[src/rtl/pipelined_reduce_gate.sv]
// Pipelined N-input bitwise reduction gate with a run-time bubble mask.
// Operands are reduced on sample; the AND/OR/XOR pick and inversion happen at the output stage.
module pipelined_reduce_gate #(
    parameter int NR_OF_INPUTS = 8,
    parameter int WIDTH        = 1,
    parameter int PIPE_STAGES  = 2,
    parameter logic [NR_OF_INPUTS-1:0] RESET_MASK = '0
) (
    input  logic                          Clock,
    input  logic                          Reset_n,
    input  logic                          In_Valid,
    input  logic                          Stall,
    input  logic                          Flush,
    input  logic [2:0]                    Mode,
    input  logic [NR_OF_INPUTS*WIDTH-1:0] Inputs,
    input  logic                          Mask_Load,
    input  logic [NR_OF_INPUTS-1:0]       Mask_Data,
    output logic                          Out_Valid,
    output logic [WIDTH-1:0]              Result,
    output logic [NR_OF_INPUTS-1:0]       Mask_Out
);

    localparam int LAST = PIPE_STAGES - 1;

    logic [NR_OF_INPUTS-1:0] r_mask;
    logic [WIDTH-1:0]        w_operand [NR_OF_INPUTS];
    logic [WIDTH-1:0]        w_and;
    logic [WIDTH-1:0]        w_or;
    logic [WIDTH-1:0]        w_xor;
    logic [WIDTH-1:0]        w_sel;

    logic                    r_valid [PIPE_STAGES];
    logic [2:0]              r_mode  [PIPE_STAGES];
    logic [WIDTH-1:0]        r_and   [PIPE_STAGES];
    logic [WIDTH-1:0]        r_or    [PIPE_STAGES];
    logic [WIDTH-1:0]        r_xor   [PIPE_STAGES];

    for (genvar k = 0; k < NR_OF_INPUTS; k++) begin : g_bubble
        assign w_operand[k] = Inputs[k*WIDTH +: WIDTH] ^ {WIDTH{r_mask[k]}};
    end

    always_comb begin
        w_and = '1;
        w_or  = '0;
        w_xor = '0;
        for (int k = 0; k < NR_OF_INPUTS; k++) begin
            w_and = w_and & w_operand[k];
            w_or  = w_or  | w_operand[k];
            w_xor = w_xor ^ w_operand[k];
        end
    end

    // Mask loads are independent of Stall/Flush; samples on the same edge see the old value.
    always_ff @(posedge Clock or negedge Reset_n) begin
        if (!Reset_n) begin
            r_mask <= RESET_MASK;
        end else if (Mask_Load) begin
            r_mask <= Mask_Data;
        end
    end

    always_ff @(posedge Clock or negedge Reset_n) begin
        if (!Reset_n) begin
            for (int s = 0; s < PIPE_STAGES; s++) begin
                r_valid[s] <= 1'b0;
                r_mode[s]  <= 3'b000;
                r_and[s]   <= '0;
                r_or[s]    <= '0;
                r_xor[s]   <= '0;
            end
        end else if (Flush) begin
            for (int s = 0; s < PIPE_STAGES; s++) begin
                r_valid[s] <= 1'b0;
            end
        end else if (!Stall) begin
            r_valid[0] <= In_Valid;
            r_mode[0]  <= Mode;
            r_and[0]   <= w_and;
            r_or[0]    <= w_or;
            r_xor[0]   <= w_xor;
            for (int s = 1; s < PIPE_STAGES; s++) begin
                r_valid[s] <= r_valid[s-1];
                r_mode[s]  <= r_mode[s-1];
                r_and[s]   <= r_and[s-1];
                r_or[s]    <= r_or[s-1];
                r_xor[s]   <= r_xor[s-1];
            end
        end
    end

    // Reserved modes (x11) and idle cycles both drive an all-zero result.
    always_comb begin
        w_sel  = '0;
        Result = '0;
        case (r_mode[LAST][1:0])
            2'b00:   w_sel = r_and[LAST];
            2'b01:   w_sel = r_or[LAST];
            2'b10:   w_sel = r_xor[LAST];
            default: w_sel = '0;
        endcase
        if (r_valid[LAST] && (r_mode[LAST][1:0] != 2'b11)) begin
            Result = r_mode[LAST][2] ? ~w_sel : w_sel;
        end
    end

    assign Out_Valid = r_valid[LAST];
    assign Mask_Out  = r_mask;

endmodule

[config.mk]
export PLATFORM = sky130hd
export DESIGN_NAME = pipelined_reduce_gate
export DESIGN_NICKNAME = d
export VERILOG_FILES = /design/src/rtl/pipelined_reduce_gate.sv
export SDC_FILE = /design/constraint.sdc
export NUM_CORES = 1
export LEC_CHECK = 0
export CAP_MARGIN = 10
export CORE_MARGIN = 4
export CORE_UTILIZATION = 30
export CTS_CLUSTER_DIAMETER = 80
export DETAILED_ROUTE_END_ITERATION = 16
export PLACE_DENSITY = 0.65
export REMOVE_ABC_BUFFERS = 1
export SETUP_SLACK_MARGIN = 0.15
export SYNTH_ARGS = -nofsm -noshare
export SYNTH_HDL_FRONTEND = slang
export SYNTH_SLANG_ARGS = --single-unit
[constraint.sdc]
create_clock -name Clock -period 4.2 [get_ports Clock]
set_clock_uncertainty 0.2 [all_clocks]
set_input_delay 1.26 -clock Clock [delete_from_list [all_inputs] [get_ports Clock]]
set_output_delay 1.26 -clock Clock [all_outputs]
set_load 0.01 [all_outputs]
# [Yosys cells after proc, flatten, opt, wreduce, memory -nomap -nowiden]
# Index checks and enable logic that the tools add are counted.
[word_totals] inputBits=25 out_inout_bits=10 ff_bits=22
[op_classes] n_mux=5 n_bitwise=32 reduce_logical=3 eq_ne=4
[ops] cell="$xor A1 B1 Y1" count=15
[ops] cell="$and A1 B1 Y1" count=7
[ops] cell="$or A1 B1 Y1" count=7
[ops] cell="$mux W2" count=2
[ops] cell="$not A1 Y1" count=3
[ops] cell="$pmux W1 S3" count=1
[ops] cell="$eq A2 B1 Y1 const B" count=1
[ops] cell="$eq A2 B2 Y1 const B" count=1
[ops] cell="$logic_not A2 Y1" count=1
[ops] cell="$mux W1" count=2
[ops] cell="$ne A2 B1 Y1 const B" count=1
[ops] cell="$ne A2 B2 Y1 const B" count=1
[ops] cell="$reduce_and A2 Y1" count=1
[ops] cell="$logic_and A1 B1 Y1" count=1

# [Depth between registers and ports, before layout]
# Gate-level depths: netlist (run 1).
[depth] word_depth=8 mapped_depth=6 ltp_nobuf=6

# [Worst setup path before layout (run 1)]
# No wires, ideal clock.
[synth_timing] kind="input port to flip-flop" startpoint="input Inputs[1]" endpoint="register r_xor[1] in the netlist's numbering" arrival_ns=2.531 setup_slack_ns=1.344 stages=6 path_buffers=0 required_ns=3.875 path_cell_list="xor2_1 > inv_1 > ha_1 > xor2_1 > xnor3_1 > mux2_4"
[synth_via] elab_chain_len=8
[synth_lines] item="start: declaration" line="15" text="input logic [NR_OF_INPUTS*WIDTH-1:0] Inputs,"
[synth_lines] item="$xor A1 B1 Y1" line="39" text="assign w_operand[k] = Inputs[k*WIDTH +: WIDTH] ^ {WIDTH{r_mask[k]}};"
[synth_lines] item="$xor A1 B1 Y1 (7 in a row)" line="49" text="w_xor = w_xor ^ w_operand[k];"
[synth_lines] item="end signal: indexed assignment" line="86" text="r_xor[s] <= r_xor[s-1];"
[synth_lines] item="end: declaration" line="36" text="logic [WIDTH-1:0] r_xor [PIPE_STAGES];"
# No other way between the ends.
# A chain may end at the register's enable or synchronous reset.

# [Worst setup path in the final report (run 1)]
[layout_timing] startpoint="register r_mode[1] in the netlist's numbering" endpoint="output Result"
[layout_via] elab_chain_len=5 word_cells_on_any_way=9
[layout_lines] item="start: declaration" line="33" text="logic [2:0] r_mode [PIPE_STAGES];"
[layout_lines] item="start signal: indexed assignment" line="83" text="r_mode[s] <= r_mode[s-1];"
[layout_lines] item="$eq A2 B2 Y1, or another cell as far along" line="95" text="case (r_mode[LAST][1:0])"
[layout_lines] item="$pmux W1 S3" line="95"
[layout_lines] item="$not A1 Y1" line="102" text="Result = r_mode[LAST][2] ? ~w_sel : w_sel;"
[layout_lines] item="$mux W1" line="102"
[layout_lines] item="$mux W1 (*)" line="101" text="if (r_valid[LAST] && (r_mode[LAST][1:0] != 2'b11)) begin"
[layout_lines] item="end: declaration" line="19" text="output logic [WIDTH-1:0] Result,"
# Mark *: on every way between the ends. The rest lies on a longest branch, timed or not.

==> results.md, run 1 <==
- WHS: around 0.32 ns
- Reg-to-Reg Start: Mask_Out[1]
- Post-synthesis sequential area ratio: a little over 50%
- IO Pins: 35
- Area of the mapped netlist: around 1100 sq um
- Die Wd: between 60 and 70 um
- Post-route ant nets: 0
- Setup crit start kind: flip-flop
- Hold Path Sink: r_mode[0]
- Inst Count DP: between 150 and 200
- Final hold vios: 0
- Most frequent cells in the layout: 34 x clkdlybuf4s50_1, 22 x dfrtp_1, 18 x mux2_2
- Status: finished, final reports clean
- Pre-Repair DR Iteration Count: 2
- Final setup fails: 0
- Share of layout cells above drive strength 1: 21.93%
- Tot GR Track Use: a little over a tenth
- Starting Density: 31.45%
- Finished Layout Cells: 160
- Final worst slack: 0.9591 ns
- Fillers: 311
- Syn avg cell area: between 10 and 15 sq um
- Largest net degree at the start of global routing: 23
- CP arrival: about 1.8 ns
- H-tree lvl count: 1
- Maxcap violations: 0
- Slowest cell on crit path: clkdlybuf4s50_1
- Worst r2r path cells: 6
- Nets: 142
- Slowest cell delay on critical path: 0.47 ns
- Vias/cell: roughly 4.4
- Ys Warns: 0
- Max clock buf depth: 2
- Clock Root Buffer: clkbuf_4
- Multi-input gate area: between 400 and 500 sq um
- Starting DRT DRC Count: 11
- Synthesized flop and latch total: 22
- Routed len/inst: ~13 um
- Initial antenna violation count: 0
- Crit-path max FO: 3
- Final worst-path cycle share: about 77%
- Pre-CTS setup slack: approximately 0.78 ns
- I/O Buffers: 34
- Die area: 4571 sq um
- CP Class: flip-flop to output pin
- Remaining DRCs: 0
- Vias in the first global route: between 700 and 800
- Vias: 701
- Tmin final: 3.241 ns
- Slew @ Worst Pin: slightly below 1 ns
- First-pass GRT wire length: between 3 and 4 mm
- TNS Setup: 0 ns
- # resized after CTS: 0
- Total power divided by cell area: 364.9 nW/um^2
- Synth top area share: roughly half
- CTS Sinks: 22
- Fin util: 44.22%
- WL final: 2.063 mm
- R2R setup slack: ~2.1 ns
- Worst skew pair latency: slightly above 0.3 ns
- Count of final max-slew check failures: 0
- Cells after Synth: between 70 and 80
- Slew Limit Headroom: a little over a third
- Peak VDD IR: 157.6 uV
- Final HPWL DP: between 1.5 and 2 mm
- Critical Path RT: ~2.7 ns
- Grt ovf: 0
- Storage cell area: approximately 550 sq um
- Unrepaired setup endpoints after global routing: no
- Site row count: 21
- Core ar.: ~3400 sq um
- Fmax: 308.6 MHz
- Leading cell type in the layout, fill and taps excluded: clkdlybuf4s50_1
- Gpl congestion: between 0.6 and 0.7
- Antenna Cells: 0
- CTS Buf Count: 3
- # hold bufs at CTS: 0
- Clock slew at reported path FFs: between 0.1 and 0.15 ns
- Cell variety after synth: 19
- CTS tree: yes
- Post-CTS Setup Inserts: 0
- CP cell instances: mux2i_1, xor2_1, nor2_1, o21a_1, clkdlybuf4s50_1
- Hold path start: r_mode[3]
- Reg2reg end: r_xor[1]
- Die height: between 60 and 70 um
- Area Growth Syn to Fin: 40.61%
- Area leader, netlist: dfrtp_1
- Worst hold path cell count: 1
- Top cells by area, synth: dfrtp_1 52%, mux2_2 19%, xnor2_1 4.9%
- Leakage power: roughly 0.63 nW
- HP Class: flip-flop to flip-flop
- Worst Setup End Kind: output pin
==> per-stage QoR <==
stage | instance area, sq um | total power, mW
after floorplan | 1057 | 0.3691
after CTS | 1499 | 0.5548
after detailed placement | 1463 | 0.4350
final | 1499 | 0.5470
after global routing | 1499 | 0.5778
after global placement | 1463 | 0.4284
==> state kept, by name, indices dropped and copies added, names as in the netlist <==
signal     count
r_and          2
r_or           2
Mask_Out       8
r_mode         6
Out_Valid      1
r_valid        1
r_xor          2
==> worst max-delay path, delay by kind of cell, from the launching register on <==
kind / cells / cell delay [ns]
AND/OR/NAND/NOR: 1 / 0.05
multiplexers: 1 / 0.23
flip-flops: 1 / 0.40
buffers and inverters: 1 / 0.47
XOR/XNOR: 1 / 0.16
AO/OA/AOI/OAI: 1 / 0.17
==> report_power, final <==
part           total [mW]  internal [mW]  leakage [nW]  switching [mW]
Sequential          0.264          0.242         0.260          0.0222
Clock               0.119         0.0529        0.0210          0.0659
Combinational       0.164          0.109         0.352          0.0547
Total               0.547          0.404         0.633           0.143
==> layer usage <==
layer	vias up	global-route usage, %	share of wire, %
met4	0	5.316	1.6
li1	338	-	-
met2	11	18.35	52
met5	-	0	0
met3	2	1.830	2.2
met1	350	12.33	44
==> synth_stat cells <==
| master | number |
|---|---|
| nor4_1 | 2 |
| o21a_1 | 1 |
| nor2_1 | 5 |
| and3_1 | 1 |
| clkbuf_1 | 1 |
| xor2_2 | 1 |
| mux2i_1 | 3 |
| nor3b_1 | 1 |
| a31oi_1 | 1 |
| xnor3_1 | 2 |
| buf_2 | 1 |
| dfrtp_1 | 22 |
| mux2_4 | 1 |
| xnor2_1 | 6 |
| nand4_1 | 1 |
| ha_1 | 2 |
| xor2_1 | 5 |
| mux2_2 | 18 |
| inv_1 | 3 |
==> worst max path at each step <==
stage / startpoint / to / slack, ns / cells past startpoint
finish: r_mode[1] / Result / 0.96 / 5
global route: r_mode[1] / Result / 0.84 / 5
CTS: r_mode[1] / Result / 0.92 / 5
detailed placement: Inputs[1] / r_xor[1] / 0.78 / 7
global placement: Inputs[1] / r_xor[1] / 0.81 / 7
floorplan: Inputs[1] / r_xor[1] / 1.34 / 6
==> cell type report <==
type	instances	share of cell area, %
multi-input cells	50	33.06
well taps	46	3.840
flip-flops and latches	22	36.73
repair buffers	35	23.21
inverters	3	0.7513
clock buffers	4	2.421
==> logic make-up (layout without fill, tap and decap cells) <==
group / after synthesis / after routing / synth area share, %
AOI/OAI and AO/OA: 2 / 2 / 1.292
xor gates and xnor gates: 14 / 14 / 14.79
adders and majority gates: 2 / 2 / 2.347
buffers and inverters: 5 / 42 / 1.877
DFF: 22 / 22 / 51.64
muxes: 22 / 22 / 23.24
and+or+nand+nor: 10 / 10 / 4.813
Power figures use the tool's default switching activity.
==> run 2: changes to the inputs <==
--- a/config.mk
+++ b/config.mk
@@ -10,7 +10,7 @@
 export CORE_UTILIZATION = 30
 export CTS_CLUSTER_DIAMETER = 80
 export DETAILED_ROUTE_END_ITERATION = 16
-export PLACE_DENSITY = 0.65
+export PLACE_DENSITY = 0.67
 export REMOVE_ABC_BUFFERS = 1
 export SETUP_SLACK_MARGIN = 0.15
 export SYNTH_ARGS = -nofsm -noshare
==> constraint.sdc (replaced) <==
create_clock -name Clock -period 2.6 [get_ports Clock]
set_clock_uncertainty 0.2 [all_clocks]
set_input_delay 0.78 -clock Clock [delete_from_list [all_inputs] [get_ports Clock]]
set_output_delay 0.78 -clock Clock [all_outputs]
set_load 0.01 [all_outputs]
==> results.md, run 2 (synthesized netlist as in run 1, its figures left out) <==
- Grt ovf: 0
- Multi-input gate area: 525.5 sq um
- Final hold vios: 0
- Share of layout cells above drive strength 1: between 20% and 30%
- Remaining DRCs: 0
- Antenna Cells: 0
- Worst r2r path cells: 4
- Max clock buf depth: 2
- Starting Density: between 30% and 40%
- Site row count: 21
- IO Pins: 35
- Fmax: 413.4 MHz
- Worst Setup End Kind: flip-flop
- I/O Buffers: 34
- Total power: between 0.8 and 0.9 mW
- Final HPWL DP: ~1.5 mm
- Largest register FFs: 8
- Final setup fails: 0
- Largest net degree at the start of global routing: 23
- Final worst slack: roughly 0.18 ns
- Die Wd: roughly 68 um
- Leading cell type in the layout, fill and taps excluded: clkdlybuf4s50_1
- Tot GR Track Use: under 10%
- Pre-CTS setup slack: -0.3224 ns
- Total power divided by cell area: 555.8 nW/um^2
- CTS Buf Count: 3
- CP arrival: about 2.4 ns
- Status: finished, final reports clean
- Slew @ Worst Pin: just under 0.4 ns
- Post-route ant nets: 0
- Starting DRT DRC Count: 9
- Nets: 148
- Leakage power: 0.6856 nW
- Critical Path RT: between 2 and 3 ns
- Final worst-path cycle share: between 90% and 100%
- Slew Limit Headroom: 73.82%
- Clock Root Buffer: clkbuf_4
- Vias: around 700
- Peak VDD IR: approximately 240 uV
- Gpl congestion: roughly 0.7
- Placed Area: about 1500 sq um
- Fillers: 310
- WHS: 0.3161 ns
- Worst skew pair latency: between 0.2 and 0.3 ns
- H-tree lvl count: 1
- Vias in the first global route: 756
- Die height: ~68 um
- Crit-path max FO: 2
- Vias/cell: 4.297
- Initial antenna violation count: 0
- HP Class: flip-flop to flip-flop
- Maxcap violations: 0
- Core ar.: ~3400 sq um
- Clock slew at reported path FFs: approximately 0.12 ns
- CTS Sinks: 22
- TNS Setup: 0 ns
- Storage cell area: roughly 550 sq um
- WL final: 1.965 mm
- Area Growth Syn to Fin: 46.01%
- Fin area: ~1600 sq um
- CP Class: input pin to flip-flop
- Most frequent cells in the layout: 31 x clkdlybuf4s50_1, 22 x dfrtp_1, 18 x mux2_2
- Count of final max-slew check failures: 0
- Setup crit start kind: input pin
- Die area: ~4600 sq um
- Pre-Repair DR Iteration Count: 2
- Worst hold path cell count: 1
- First-pass GRT wire length: 3.263 mm
- Unrepaired setup endpoints after global routing: yes
- Routed len/inst: around 12 um
- Tmin final: about 2.4 ns
- CTS tree: yes
## run 2: cell types whose count changed in the layout (fill, tap and decap cells not counted), sizes merged
cell / before / now
buf: 1 / 8
dlymetal6s2s: 0 / 1
dlygate4sd2: 0 / 1
clkdlybuf4s50: 34 / 31
clkbuf: 4 / 3
## run 2: repair_timing
action,in CTS,in global routing
pin swaps,3,5
hold buffers,0,0
gates resized for setup,7,3
buffers inserted,1,0
setup endpoints to repair,2,2
## run 2: final timing paths
path | startpoint | endpoint | slack [ns]
setup / recovery | Inputs[6] | r_xor[1] | 0.18
hold / removal | r_mode[5] | r_mode[5] | 0.32
setup reg to reg | Mask_Out[2] | r_xor[1] | 0.57
hold reg to reg | r_mode[5] | r_mode[5] | 0.32
max in group asynchronous | Reset_n | r_mode[5] | 1.36
min in group asynchronous | Reset_n | r_and[1] | 0.62
## run 2: worst max-delay path, stage by stage
cell and delay (ns):
clkdlybuf4s50_1 0.50, xnor2_2 0.13, xnor3_1 0.36, xnor3_1 0.37, mux2_4 0.26
## run 2: layout make-up
type	instances	area share, %
inverter	3	0.7235
timing repair buffer	41	25.00
clock buffer	3	1.447
sequential	22	35.37
tap	46	3.698
multi-input combinational	50	33.76
## run 2: report_power, final
group          leakage [nW]  internal [mW]  switching, mW
clock network        0.0138         0.0539         0.0944
registers             0.260          0.391         0.0357
logic                 0.412          0.196         0.0938
## run 2: metrics by stage
step | instances | utilization (%)
4_1_cts | 165 | 45.40
3_5_place_dp | 161 | 44.26
3_3_place_gp | 161 | 44.26
6_report | 165 | 45.92
5_1_grt | 165 | 45.92
2_1_floorplan | 75 | -
## run 2: per-layer routing
layer,track usage [%],share of wire [%]
met3,1.997,7.0
met4,4.557,0.81
met5,0,0
met2,16.52,49
met1,11.09,43
